--- src/rtl/dd_seq_pkg.sv ---
// Shared constants for the serial pattern detector family: FSM state
// encoding and overlap-mode selectors.
package dd_seq_pkg;

    localparam logic ST_FILL    = 1'b0;
    localparam logic ST_ARMED   = 1'b1;

    localparam logic MODE_NOOVL = 1'b0;
    localparam logic MODE_OVL   = 1'b1;

    typedef enum logic {
        S_FILL  = ST_FILL,
        S_ARMED = ST_ARMED
    } state_e;

endpackage

--- src/rtl/sat_counter.sv ---
// Saturating up-counter with synchronous clear. A clear coinciding with an
// increment leaves the count at 1 so that event is not lost.
module sat_counter #(
    parameter int W = 8
) (
    input  logic         CLK,
    input  logic         nRST,
    input  logic         clr,
    input  logic         inc,
    output logic [W-1:0] q
);

    logic [W-1:0] cnt_q, cnt_d;

    always_comb begin
        cnt_d = cnt_q;
        if (clr) begin
            cnt_d = inc ? W'(1) : '0;
        end else if (inc && (cnt_q != {W{1'b1}})) begin
            cnt_d = cnt_q + W'(1);
        end
    end

    always_ff @(posedge CLK or negedge nRST) begin
        if (!nRST) cnt_q <= '0;
        else       cnt_q <= cnt_d;
    end

    assign q = cnt_q;

endmodule

--- src/rtl/seq_pattern_detector.sv ---
// Serial pattern detector: shifts in one bit per enabled clock, compares the
// last N bits against a loadable pattern and pulses Y one cycle later.
module seq_pattern_detector
    import dd_seq_pkg::*;
#(
    parameter int             N           = 3,
    parameter int             CNT_W       = 8,
    parameter logic [N-1:0]   DEFAULT_PAT = 3'b111
) (
    input  logic             CLK,
    input  logic             nRST,
    input  logic             EN,
    input  logic             X,
    input  logic             LOAD,
    input  logic [N-1:0]     PAT_IN,
    input  logic             OVERLAP,
    input  logic             CLR_CNT,
    output logic             Y,
    output logic [CNT_W-1:0] MATCH_CNT,
    output logic             ARMED
);

    localparam int             FW        = $clog2(N + 1);
    localparam logic [FW-1:0]  FILL_FULL = FW'(N);

    logic [N-1:0]  pat_q, pat_d;
    logic [N-1:0]  hist_q, hist_d;
    logic [FW-1:0] fill_q, fill_d;
    logic          y_q, y_d;
    state_e        state_q, state_d;

    logic [N-1:0]  hist_shift;
    logic [FW-1:0] fill_inc;
    logic          sample;
    logic          match;
    logic          restart;

    assign hist_shift = {hist_q[N-2:0], X};
    assign fill_inc   = (fill_q == FILL_FULL) ? FILL_FULL : fill_q + FW'(1);
    assign sample     = EN && !LOAD;
    assign match      = sample && (fill_inc == FILL_FULL) && (hist_shift == pat_q);
    // A non-overlapping match discards the history so the next hit needs N fresh bits.
    assign restart    = match && (OVERLAP == MODE_NOOVL);

    always_comb begin
        pat_d   = pat_q;
        hist_d  = hist_q;
        fill_d  = fill_q;
        y_d     = 1'b0;
        state_d = state_q;

        if (LOAD) begin
            pat_d  = PAT_IN;
            hist_d = '0;
            fill_d = '0;
        end else if (EN) begin
            y_d = match;
            if (restart) begin
                hist_d = '0;
                fill_d = '0;
            end else begin
                hist_d = hist_shift;
                fill_d = fill_inc;
            end
        end

        case (state_q)
            S_FILL:  if (sample && (fill_inc == FILL_FULL) && !restart) state_d = S_ARMED;
            S_ARMED: if (LOAD || restart)                              state_d = S_FILL;
            default: state_d = S_FILL;
        endcase
    end

    always_ff @(posedge CLK or negedge nRST) begin
        if (!nRST) begin
            pat_q   <= DEFAULT_PAT;
            hist_q  <= '0;
            fill_q  <= '0;
            y_q     <= 1'b0;
            state_q <= S_FILL;
        end else begin
            pat_q   <= pat_d;
            hist_q  <= hist_d;
            fill_q  <= fill_d;
            y_q     <= y_d;
            state_q <= state_d;
        end
    end

    sat_counter #(.W(CNT_W)) u_match_cnt (
        .CLK  (CLK),
        .nRST (nRST),
        .clr  (CLR_CNT),
        .inc  (match),
        .q    (MATCH_CNT)
    );

    assign Y     = y_q;
    assign ARMED = (state_q == S_ARMED);

endmodule

--- config.mk ---
export PLATFORM = sky130hd
export DESIGN_NAME = seq_pattern_detector
export DESIGN_NICKNAME = d
export VERILOG_FILES = /design/src/rtl/dd_seq_pkg.sv /design/src/rtl/sat_counter.sv /design/src/rtl/seq_pattern_detector.sv
export SDC_FILE = /design/constraint.sdc
export NUM_CORES = 1
export LEC_CHECK = 0
export CORE_MARGIN = 2
export CORE_UTILIZATION = 35
export DETAILED_ROUTE_END_ITERATION = 16
export SETUP_SLACK_MARGIN = 0.2
export SLEW_MARGIN = 20
export SYNTH_ARGS = -nofsm -noshare
export SYNTH_HDL_FRONTEND = slang
export SYNTH_SLANG_ARGS = --single-unit
--- constraint.sdc ---
create_clock -name CLK -period 1.5 [get_ports CLK]
set_input_delay 0.3 -clock CLK [delete_from_list [all_inputs] [get_ports CLK]]
set_output_delay 0.3 -clock CLK [all_outputs]
set_load 0.02 [all_outputs]
# Yosys cells after proc, flatten, opt, wreduce, memory -nomap -nowiden
# Cells that the tools add are included.
dict set report totals {
  ram_bits 0
  latchBits 0
  in_bits 10
  mem_count 0
  reg_bits 17
  output_inout_bits 10
  rom_bits 0
}
dict set report classes {
  n_addsub 2
  n_shift 0
  bitwise 2
  muxes 15
  reduce_logical 11
  div 0
  n_mul 0
  magnitude_cmp 0
  n_eq_ne 4
}
# op count
set ops {}
lappend ops {{$mux 8} 2}
lappend ops {{$mux 2} 7}
lappend ops {{$add 8x1->8 const B} 1}
lappend ops {{$ne 8x8->1 const B} 1}
lappend ops {{$logic_and 1x1->1} 6}
lappend ops {{$mux 1} 5}
lappend ops {{$eq 2x2->1 const B} 2}
lappend ops {{$reduce_bool 2->1} 2}
lappend ops {{$eq 3x3->1} 1}
lappend ops {{$add 2x1->2 const B} 1}
lappend ops {{$logic_not 1->1} 2}
lappend ops {{$not 1->1} 2}
lappend ops {{$pmux 1 s2} 1}
lappend ops {{$logic_or 1x1->1} 1}

# Logic depth before layout (Yosys ltp)
dict set report depth {
  word_depth 10
  mapped_depth 6
}

# Modules after synthesis
# Synthesis repeated with hierarchy kept, for this count alone.
dict set report unflattened {
  hier_cells 83
  area_unflattened_um2 902.1
}
# mod n_inst seq_area_each_um2 cells_per_inst area_per_inst_um2
set modules_own_cells {}
lappend modules_own_cells {sat_counter 1 200.2 47 473.0}
lappend modules_own_cells {seq_pattern_detector 1 229.0 36 429.2}

# Worst setup path before layout
# Ideal clock, no wire load.
dict set report synth_path {
  kind {register -> register}
  from {reg u_match_cnt.cnt_q[0] (netlist: u_match_cnt.q[0])}
  to {reg u_match_cnt.cnt_q[5] (netlist: u_match_cnt.q[5])}
  synth_period_minus_slack_ps 1632
  path_stages_with_launch 6
  t_arrival_ps 1508
  path_slack_ps -132
  n_path_buf 0
  setup_ps 125
  cell_sequence {dfrtp_1 > ha_1 > nand3_1 > nor2_1 > nor4_1 > mux2_2}
}
dict set report synth_between {
  elab_chain_len 3
}
# item line_no
set synth_rtl {}
lappend synth_rtl {{start: declaration} sat_counter.sv:13} ;# logic [W-1:0] cnt_q, cnt_d;
lappend synth_rtl {{start signal: assignment} sat_counter.sv:26} ;# else cnt_q <= cnt_d;
lappend synth_rtl {{$add 8x1->8 or $ne 8x8->1 (tied branches)} {sat_counter.sv:20, sat_counter.sv:19}}
lappend synth_rtl {{$mux 8 or $logic_and 1x1->1 (tied branches)} sat_counter.sv:19} ;# end else if (inc && (cnt_q != {W{1'b1}})) begin
lappend synth_rtl {{$mux 8 or $reduce_bool 2->1 (tied branches)} -}
# Several ways; a longest one is shown, not always the timed one. The select of a mux whose other input is x is not followed.
# A chain may end at the register's enable or synchronous reset.

# Final worst setup path
dict set report layout_path {
  from {in LOAD}
  to {reg u_match_cnt.cnt_q[7] (netlist: u_match_cnt.q[7])}
}
dict set report layout_between {
  elab_chain_len 6
}
# item line_no
set layout_rtl {}
lappend layout_rtl {{start: declaration} seq_pattern_detector.sv:14} ;# input logic LOAD,
lappend layout_rtl {{$logic_not 1->1} seq_pattern_detector.sv:40} ;# assign sample = EN && !LOAD;
lappend layout_rtl {{$logic_and 1x1->1} seq_pattern_detector.sv:40}
lappend layout_rtl {{$logic_and 1x1->1 (2 in series)} seq_pattern_detector.sv:41} ;# assign match = sample && (fill_inc == FILL_FULL) && (hist_shift == pat_q);
lappend layout_rtl {{$logic_and 1x1->1} sat_counter.sv:19}
lappend layout_rtl {{$reduce_bool 2->1 (no line)} -}
# Every way passes these cells.

==> impl_metrics.tcl <==
set metrics [dict create \
    synth-main-ff-cell "dfrtp_1" \
    dp_slack_ns -0.5191 \
    instances_no_fill 149 \
    startpoint "LOAD" \
    setup-violations-final 11 \
    finalCritPeriodShare 1.114 \
    start_util 0.3774 \
    num_rows 17 \
    ir_worst_vdd_v 0.0003548 \
    cp_slowest_stage_delay_ns 0.45 \
    power.density_nw_per_um2 617.2 \
    worst_setup_path_end_kind "flop" \
    ys_seq_area_frac 0.5044 \
    grt_pass1_vias 805 \
    drc 0 \
    drtIter0Drc 6 \
    crit_buf_inv 2 \
    r2r-start "pat_q[0]$_DFFE_PN1P_" \
    critPathTopFamily "buffers and inverters" \
    clock_latency_ns 0.28 \
    grt_overflow 0 \
    core_area_um2 2255 \
    drive_gt1_frac 0.5785 \
    nets 133 \
    worstMarginPinSlew_ns 0.3259 \
    rsz0062_at_grt "true" \
    die_area_um2 2841 \
    ant_nets 0 \
    criticalPathCategory "input pin to flop" \
    path_cells "clkdlybuf4s50_1 > and3b_2 > nand4_4 > buf_4 > o311ai_4 > o41ai_2" \
    status "complete, but fails checks" \
    drv_slew 0 \
    placed_cell_area_um2 1191 \
    timing.fmax_mhz 598.3 \
    antenna_found_initial 0 \
    synth_cell_type_count 29 \
    fin_skew_ns 0.003665 \
    dp_cells 132 \
    leakagePower_nw 0.6061 \
    required_ns 1.66 \
    syn_to_final_growth_pct 74.85 \
    critPathSlowestCell "clkdlybuf4s50_1" \
    clkTransAtPathRegs_ns 0.10 \
    grt_pass1_wl_um 3767 \
    tritoncts "built" \
    wl_per_cell_um 17.39 \
    setup_slack_ns -0.1715 \
    synthCells 77 \
    die_h_um 53.31 \
    violations "setup timing" \
    synthesis.nets 88 \
    cp.arrival_ns 1.83 \
    hold_violations 0 \
    grt_max_degree 18 \
    track_usage 0.1887 \
    dr.pass1.iters 4 \
    total_power_mw 0.9182 \
    final_cell_mix "17 x buf_4, 10 x dfrtp_1, 9 x buf_6" \
    antenna_cells 0 \
    portBuffers 19 \
    ctsHoldBuffers 0 \
    layout_min_cycle_time_ns 1.672 \
    cts_sinks 17 \
    ios 20 \
    cts_buffers 3 \
    hold_path.class "input pin to async pin" \
    gp_congestion 0.7606 \
    synth_area_per_cell_um2 11.05 \
    tns_ns -1.320 \
    worstPathMaxFanout 7 \
    maxCapViolations 0 \
    avgViaCountPerCell 5.490 \
    htreeDepth 1 \
    cp-start-kind "input pin" \
    synth_edf_count 0 \
    synth-seq-cells 17 \
    slew_headroom 0.7822 \
    synthArstFlopShare 1.000 \
    stdcell_area_um2 1488 \
    wirelength_um 2591 \
    synth_area_um2 850.8 \
    clk_path_buf_depth 2 \
    ys_warn_count 0 \
    layout_commonest_cell "buf_4" \
    hpwlAfterDp_um 1450 \
    die_w_um 53.31 \
    vias 818 \
    clockRootBuffer "clkbuf_4" \
]
## metal layers
metal / share of wire / vias to the layer above / track usage
met5: 0 / - / 0
met1: 0.41 / 414 / 0.2376
met4: 0 / 0 / 0.05128
li1: - / 384 / -
met3: 0.050 / 0 / 0.02542
met2: 0.54 / 20 / 0.3333
## power by group
part | internal, mW | switching [mW] | total (mW)
registers | 0.481 | 0.0221 | 0.503
logic | 0.0975 | 0.0778 | 0.175
clock network | 0.103 | 0.137 | 0.240
## metrics by stage
step | utilization | hold WS, ns
5_1_grt | 0.6598 | 0.3617
6_report | 0.6598 | 0.3316
2_1_floorplan | - | 0.004409
4_1_cts | 0.6099 | 0.3331
3_5_place_dp | 0.5283 | 0.5124
3_3_place_gp | 0.5283 | 0.5075
## cell usage after synthesis (all sizes together) (3+ instances only)
cell | number | share of area
a21oi | 5 | 0.029
a32o | 3 | 0.035
dfrtp | 14 | 0.41
dfstp | 3 | 0.093
inv | 3 | 0.013
mux2 | 4 | 0.053
nand2 | 5 | 0.022
nand3 | 4 | 0.024
nor2 | 5 | 0.022
o311ai | 3 | 0.031
o41ai | 4 | 0.041
xnor2 | 3 | 0.031
## path summary, 6_finish.rpt
check	end	slack [ns]	cells after the start
worst max-delay path	u_match_cnt.q[7]$_DFFE_PN0P_	-0.17	6
worst max register to register	u_match_cnt.q[7]$_DFFE_PN0P_	-0.16	5
min in group CLK	hist_q[0]$_DFFE_PN0P_	0.45	2
worst min-delay path	u_match_cnt.q[5]$_DFFE_PN0P_	0.33	2
max in group asynchronous	pat_q[1]$_DFFE_PN1P_	0.92	2
worst min register to register	fill_q[0]$_DFFE_PN0P_	0.54	1
## cells by family (layout without fill, tap and decap cells)
group | after synthesis | after routing | share of synthesized area
AO/OA/AOI/OAI | 18 | 18 | 0.1618
flip-flops | 17 | 17 | 0.5044
adder cells (fa/ha/maj) | 1 | 1 | 0.01470
AND/OR/NAND/NOR | 29 | 30 | 0.2030
multiplexers | 4 | 4 | 0.05294
buffers and inverters | 5 | 48 | 0.03235
XOR/XNOR | 3 | 3 | 0.03089
## final cells by class
class	instances	area (um^2)
multi-input cells	56	613.1
well taps	28	35.03
clock buffers	4	26.28
repair buffers	41	367.9
flip-flops and latches	17	434.2
inverters	3	11.26
fillers	189	767.0
## sequential cells by signal (all words and copies together), names as in the netlist
signal,flops
ARMED,1
pat_q,3
fill_q,2
u_match_cnt.q,8
Y,1
hist_q,2
## what timing repair did
action	4_1_cts	5_1_grt
gates cloned	1	0
gates resized for setup	52	23
pin swaps	6	7
setup buffers	9	3
endpoints found under the setup margin	23	22
Power figures use the tool's default switching activity.
